<file path="config.mk">
export PLATFORM = sky130hd
export DESIGN_NAME = mem_wb_stage
export DESIGN_NICKNAME = d
export VERILOG_FILES = /design/src/rtl/mem_wb_stage.sv
export SDC_FILE = /design/constraint.sdc
export NUM_CORES = 1
export LEC_CHECK = 0
export ABC_CLOCK_PERIOD_IN_PS = 1390
export CAP_MARGIN = 25
export CORE_UTILIZATION = 24
export CTS_BUF_LIST = sky130_fd_sc_hd__clkbuf_8
export DETAILED_ROUTE_END_ITERATION = 8
export DONT_BUFFER_PORTS = 1
export GPL_ROUTABILITY_DRIVEN = 1
export PLACE_DENSITY_LB_ADDON = 0.2
export SYNTH_ARGS = -nofsm -noshare
export SYNTH_HDL_FRONTEND = slang
export SYNTH_SLANG_ARGS = --single-unit
export TNS_END_PERCENT = 10
</file>
<file path="constraint.sdc">
create_clock -name clk -period 1.39 [get_ports clk]
set_input_delay 0.139 -clock clk [delete_from_list [all_inputs] [get_ports clk]]
set_output_delay 0.139 -clock clk [all_outputs]
set_load 0.02 [all_outputs]
</file>
<file path="src/rtl/mem_wb_stage.sv">
// mem_wb_stage: data-memory access control for the M stage plus the MEM/WB register.
// Holds the pipeline while a variable-latency load is outstanding.
`default_nettype none

module mem_wb_stage #(
  parameter int WIDTH = 32,
  parameter int REGW  = 5
) (
  input  logic             clk,
  input  logic             reset_n,
  input  logic             m_valid,
  input  logic             m_mem_read,
  input  logic             m_mem_write,
  input  logic             m_reg_write,
  input  logic [1:0]       m_result_src,
  input  logic [REGW-1:0]  m_rd,
  input  logic [WIDTH-1:0] m_alu_result,
  input  logic [WIDTH-1:0] m_write_data,
  input  logic [WIDTH-1:0] m_pc_plus4,
  input  logic [WIDTH-1:0] m_imm_ext,
  output logic             dmem_req,
  output logic             dmem_we,
  output logic [WIDTH-1:0] dmem_addr,
  output logic [WIDTH-1:0] dmem_wdata,
  input  logic             dmem_rvalid,
  input  logic [WIDTH-1:0] dmem_rdata,
  output logic             stall_m,
  output logic             w_valid,
  output logic             w_reg_write,
  output logic [REGW-1:0]  w_rd,
  output logic [1:0]       w_result_src,
  output logic [WIDTH-1:0] w_alu_result,
  output logic [WIDTH-1:0] w_read_data,
  output logic [WIDTH-1:0] w_pc_plus4,
  output logic [WIDTH-1:0] w_imm_ext
);

  typedef enum logic [0:0] {
    S_IDLE = 1'b0,
    S_WAIT = 1'b1
  } state_t;

  state_t state, state_nxt;

  logic ld, st;
  logic capture, load_done;

  // A load that also claims to be a store is treated as a load.
  assign ld = m_valid & m_mem_read;
  assign st = m_valid & m_mem_write;

  assign dmem_addr  = m_alu_result;
  assign dmem_wdata = m_write_data;

  always_comb begin
    state_nxt = state;
    dmem_req  = 1'b0;
    dmem_we   = 1'b0;
    stall_m   = 1'b0;
    capture   = 1'b0;
    load_done = 1'b0;
    case (state)
      S_IDLE: begin
        dmem_req = ld | st;
        dmem_we  = st & ~ld;
        stall_m  = ld;
        capture  = m_valid & ~m_mem_read;
        if (ld) state_nxt = S_WAIT;
      end
      S_WAIT: begin
        stall_m = ~dmem_rvalid;
        if (dmem_rvalid) begin
          capture   = 1'b1;
          load_done = 1'b1;
          state_nxt = S_IDLE;
        end
      end
      default: state_nxt = S_IDLE;
    endcase
  end

  always_ff @(posedge clk or negedge reset_n) begin
    if (!reset_n) state <= S_IDLE;
    else          state <= state_nxt;
  end

  // Non-capturing cycles insert a bubble; data registers keep their last values.
  always_ff @(posedge clk or negedge reset_n) begin
    if (!reset_n) begin
      w_valid      <= 1'b0;
      w_reg_write  <= 1'b0;
      w_rd         <= '0;
      w_result_src <= '0;
      w_alu_result <= '0;
      w_read_data  <= '0;
      w_pc_plus4   <= '0;
      w_imm_ext    <= '0;
    end else if (capture) begin
      w_valid      <= 1'b1;
      w_reg_write  <= m_reg_write;
      w_rd         <= m_rd;
      w_result_src <= m_result_src;
      w_alu_result <= m_alu_result;
      w_pc_plus4   <= m_pc_plus4;
      w_imm_ext    <= m_imm_ext;
      if (load_done) w_read_data <= dmem_rdata;
    end else begin
      w_valid     <= 1'b0;
      w_reg_write <= 1'b0;
    end
  end

endmodule

`default_nettype wire

</file>
==> impl_metrics.toml, run 1 <==
[status]
stop_error = "[ERROR RSZ-0060] Max buffer count reached."
stop_stage = "clock tree synthesis"
outcome = "did not finish"

[synth]
avgSynthCellArea_um2 = 15.6
syn_nets = 534
synth-seq-area-share = 0.613
syn_inst = 360
yosys_register_bits = 138
synthXorXnorAreaFrac = 0
synth_top_family_by_area = "multiplexers"
syn_area_mm2 = 0.00563
synth_compound_area_frac = 0.00289
synth.distinct_cells = 13
synthSimpleGateAreaFrac = 0.00756
muxShareOfSynthArea = 0.272
synthAdderAreaFrac = 0
ys_warn_count = 0

[floorplan]
fp.dieH_um = 155
io_pins = 378
num_rows = 55
die_w_um = 155
start_util = 0.246

[cts]
cts_max_level = 4
post_cts_buffers = 0
cts_buffers = 17
clock_path_buffers = 2
post_cts_resized = 10
clock-sinks = 138
cts-root-buf = "clkbuf_8"
ctsHoldBuffers = 128

[placed_design]
dp_hpwl_um = 8240
io_buffers = 0
gp_congestion = 0.681
dp.cells = 603
## synth_stat cells
| master | number | share of area |
|---|---|---|
| mux2_2 | 85 | 0.17 |
| nor3b_1 | 1 | 0.0013 |
| nand2b_4 | 1 | 0.0024 |
| nor2_1 | 2 | 0.0013 |
| dfrtp_1 | 138 | 0.61 |
| mux2i_1 | 1 | 0.0018 |
| nand2_1 | 2 | 0.0013 |
| buf_4 | 64 | 0.085 |
| and2_1 | 1 | 0.0011 |
| mux2_1 | 50 | 0.10 |
| o21ai_4 | 1 | 0.0029 |
| buf_2 | 8 | 0.0071 |
| buf_6 | 6 | 0.012 |
## cell families after synthesis
logic type      count (synthesis)
flops                         138
mux                           136
simple gates                    7
compound gates                  1
buf+inv                        78
## through the flow
stage	setup slack, ns	cell area, um^2	hold WS [ns]
2_1_floorplan	-0.0470	5630	-0.157
3_3_place_gp	-0.152	5520	-0.152
3_5_place_dp	-0.179	5520	-0.153
==> inputs of run 2 (changes only) <==
Settings changed: ABC_CLOCK_PERIOD_IN_PS 1390 to 1800, CORE_UTILIZATION 24 to 20, CTS_BUF_LIST sky130_fd_sc_hd__clkbuf_8 to not set, PLACE_DENSITY_LB_ADDON 0.2 to 0.15.
Clock period 1.39 ns to 1.8 ns, I/O delays scaled along.
==> impl_metrics.toml, run 2 <==
[status]
outcome = "finished, violations left"
violations = "hold timing"

[sta]
fin_skew_ns = 0.00858
max_clock_freq_mhz = 614
worst_pin_slew_ns = 0.638
slew_headroom = 0.562
finalSetupTns_ns = 0
maxSlewViolCount = 0
rsz0062_at_grt = "no"
min_period_ns = 1.63
setup_viol = 0
finalCritPeriodShare = 0.904
final-hold-violation-count = 138
setup_slack_ns = 0.172
worst_hold_slack_ns = -0.532

[synth]
yosys_register_bits = 138
synthTopCellsByCount = "138 x dfrtp_1, 85 x mux2_2, 64 x buf_4, 50 x mux2_1, 8 x buf_2"
synth_edf_count = 0
synth.distinct_cells = 13
syn_nets = 534
synth_top_area_cell = "dfrtp_1"
syn_area_mm2 = 0.00563
ys_warn_count = 0
syn_inst = 360
synth.most_common_cell = "dfrtp_1"
avgSynthCellArea_um2 = 15.6
synth-seq-area-share = 0.613
yosys-top-cells-area = "dfrtp_1 61%, mux2_2 17%, mux2_1 10%"
synthFlopType = "dfrtp_1"
async_reset_ff_frac = 1.00
yosys.area.top_type_share = 0.613

[worst_setup_path]
cp.required_ns = 2.08
critPathArrivalTime_ns = 1.91
crit_buf_inv = 1
cp_cell_sequence = "nand2b_4, o21ai_4, buf_12, mux2_2"
crit_slowest_cell = "dfrtp_1"
critPathMaxStageDelay_ns = 0.40
cp_top_family = "flip-flops"
startpoint_type = "flop"
crit_path_max_fanout = 57
cp-end-kind = "flop"
setup.worst_path.class = "reg -> reg"

[cts]
cts-root-buf = "clkbuf_16"
cts_buffers = 17
worstSkewPairLatency_ns = 0.41
cts_tree = "yes"
ctsHoldBuffers = 136
clock-sinks = 138
clock_path_buffers = 2
path_clk_slew_ns = 0.06
post_cts_buffers = 0
cts_max_level = 4

[floorplan]
die-area_mm2 = 0.0288
core_mm2 = 0.0277
num_rows = 61
io_pins = 378
fp.dieH_um = 170
die_w_um = 170
start_util = 0.203

[layout]
finalNonFillerCells = 832
most-common-layout-cells = "138 x dfrtp_1, 136 x dlygate4sd3_1, 85 x mux2_2"
final_nets = 615
drive_gt1_frac = 0.264
multi_input_area_mm2 = 0.00159
seq_area_mm2 = 0.00345
fill_cells = 2820
design_area_mm2 = 0.00756
final_core_util = 0.273
antenna_cells = 0
areaGrowthSynthToFinish_pct = 34.3
layout_commonest_cell = "dfrtp_1"

[power_and_ir_drop]
p_per_area_mw_per_mm2 = 1310
finalPower_mw = 9.93
leakage_nw = 3.08
peakVddDrop_mv = 0.476

[route]
ant_nets = 0
totalWireLength_um = 12500
viasPerCell = 3.73
drt_iter0_drc = 70
first_pass_iters = 4
post_drt_wl_per_cell_um = 15.0
vias = 3106
drcViolationCount = 0

[job]
max_cap_violations = 0

[placed_design]
dp_hpwl_um = 7980
dpl_cell_area_mm2 = 0.00557
dp.cells = 664
gp_congestion = 0.672
io_buffers = 0
pre_cts_ws_ns = 0.169

[grt]
antenna_found_initial = 0
grt_usage = 0.0852
grt_pass1_vias = 3428
grt_max_degree = 139
grt_overflow = 0
grt_first_pass_wirelength_um = 18600

[hold_path]
min_path_type = "in -> async"
-- run 2: timing repair --
| item | in CTS | in global routing |
|---|---|---|
| hold endpoints to repair | 274 | 138 |
| setup endpoints to repair | 0 | 0 |
| resized for setup | 0 | 0 |
-- run 2: layout make-up --
| type | instances | area share |
|---|---|---|
| Sequential cell | 138 | 0.457 |
| Multi-Input combinational cell | 144 | 0.210 |
| Timing Repair Buffer | 140 | 0.187 |
| Tap cell | 378 | 0.0625 |
| Clock buffer | 22 | 0.0614 |
| Clock inverter | 10 | 0.0220 |
-- run 2: cell families after synthesis --
logic type / Yosys count / synth area share
flip-flops: 138 / 0.613
multiplexers: 136 / 0.272
buffers and inverters: 78 / 0.104
AND/OR/NAND/NOR: 7 / 0.00756
AO/OA/AOI/OAI: 1 / 0.00289
-- run 2: worst reg2reg max path: cells and delay by family (launching register included) --
kind / cells / cell delay (ns)
AO/OA/AOI/OAI: 1 / 0.20
buffers and inverters: 1 / 0.30
flip-flops: 1 / 0.40
AND/OR/NAND/NOR: 1 / 0.17
multiplexers: 1 / 0.44
-- run 2: worst paths after layout --
| path | endpoint | slack, ns | start | depth (start not counted) |
|---|---|---|---|---|
| worst max-delay path | w_imm_ext[0] | 0.17 | state | 4 |
| worst min-delay path | w_imm_ext[27] | -0.53 | reset_n | 0 |
| worst max register to register | w_imm_ext[0] | 0.17 | state | 4 |
| worst min register to register | w_pc_plus4[23] | 0.64 | w_pc_plus4[23] | 1 |
| max in group asynchronous | w_imm_ext[4] | 2.07 | reset_n | 0 |
| min in group clk | state | 0.10 | dmem_rvalid | 1 |
-- run 2: power by group --
part | total [mW] | internal, mW | leakage (nW) | switching [mW]
Sequential | 5.13 | 3.78 | 1.62 | 1.35
Combinational | 1.06 | 0.725 | 1.16 | 0.333
Clock | 3.74 | 2.40 | 0.301 | 1.34
Total | 9.93 | 6.90 | 3.08 | 3.02
-- run 2: per-layer routing --
metal	wire length, um	vias up	track usage
li1	-	1333	-
met1	4430	1555	0.0865
met2	6450	195	0.144
met3	1320	23	0.0438
met4	265	0	0.0403
met5	0	-	0
No activity file was read; power rests on OpenSTA's default activity.
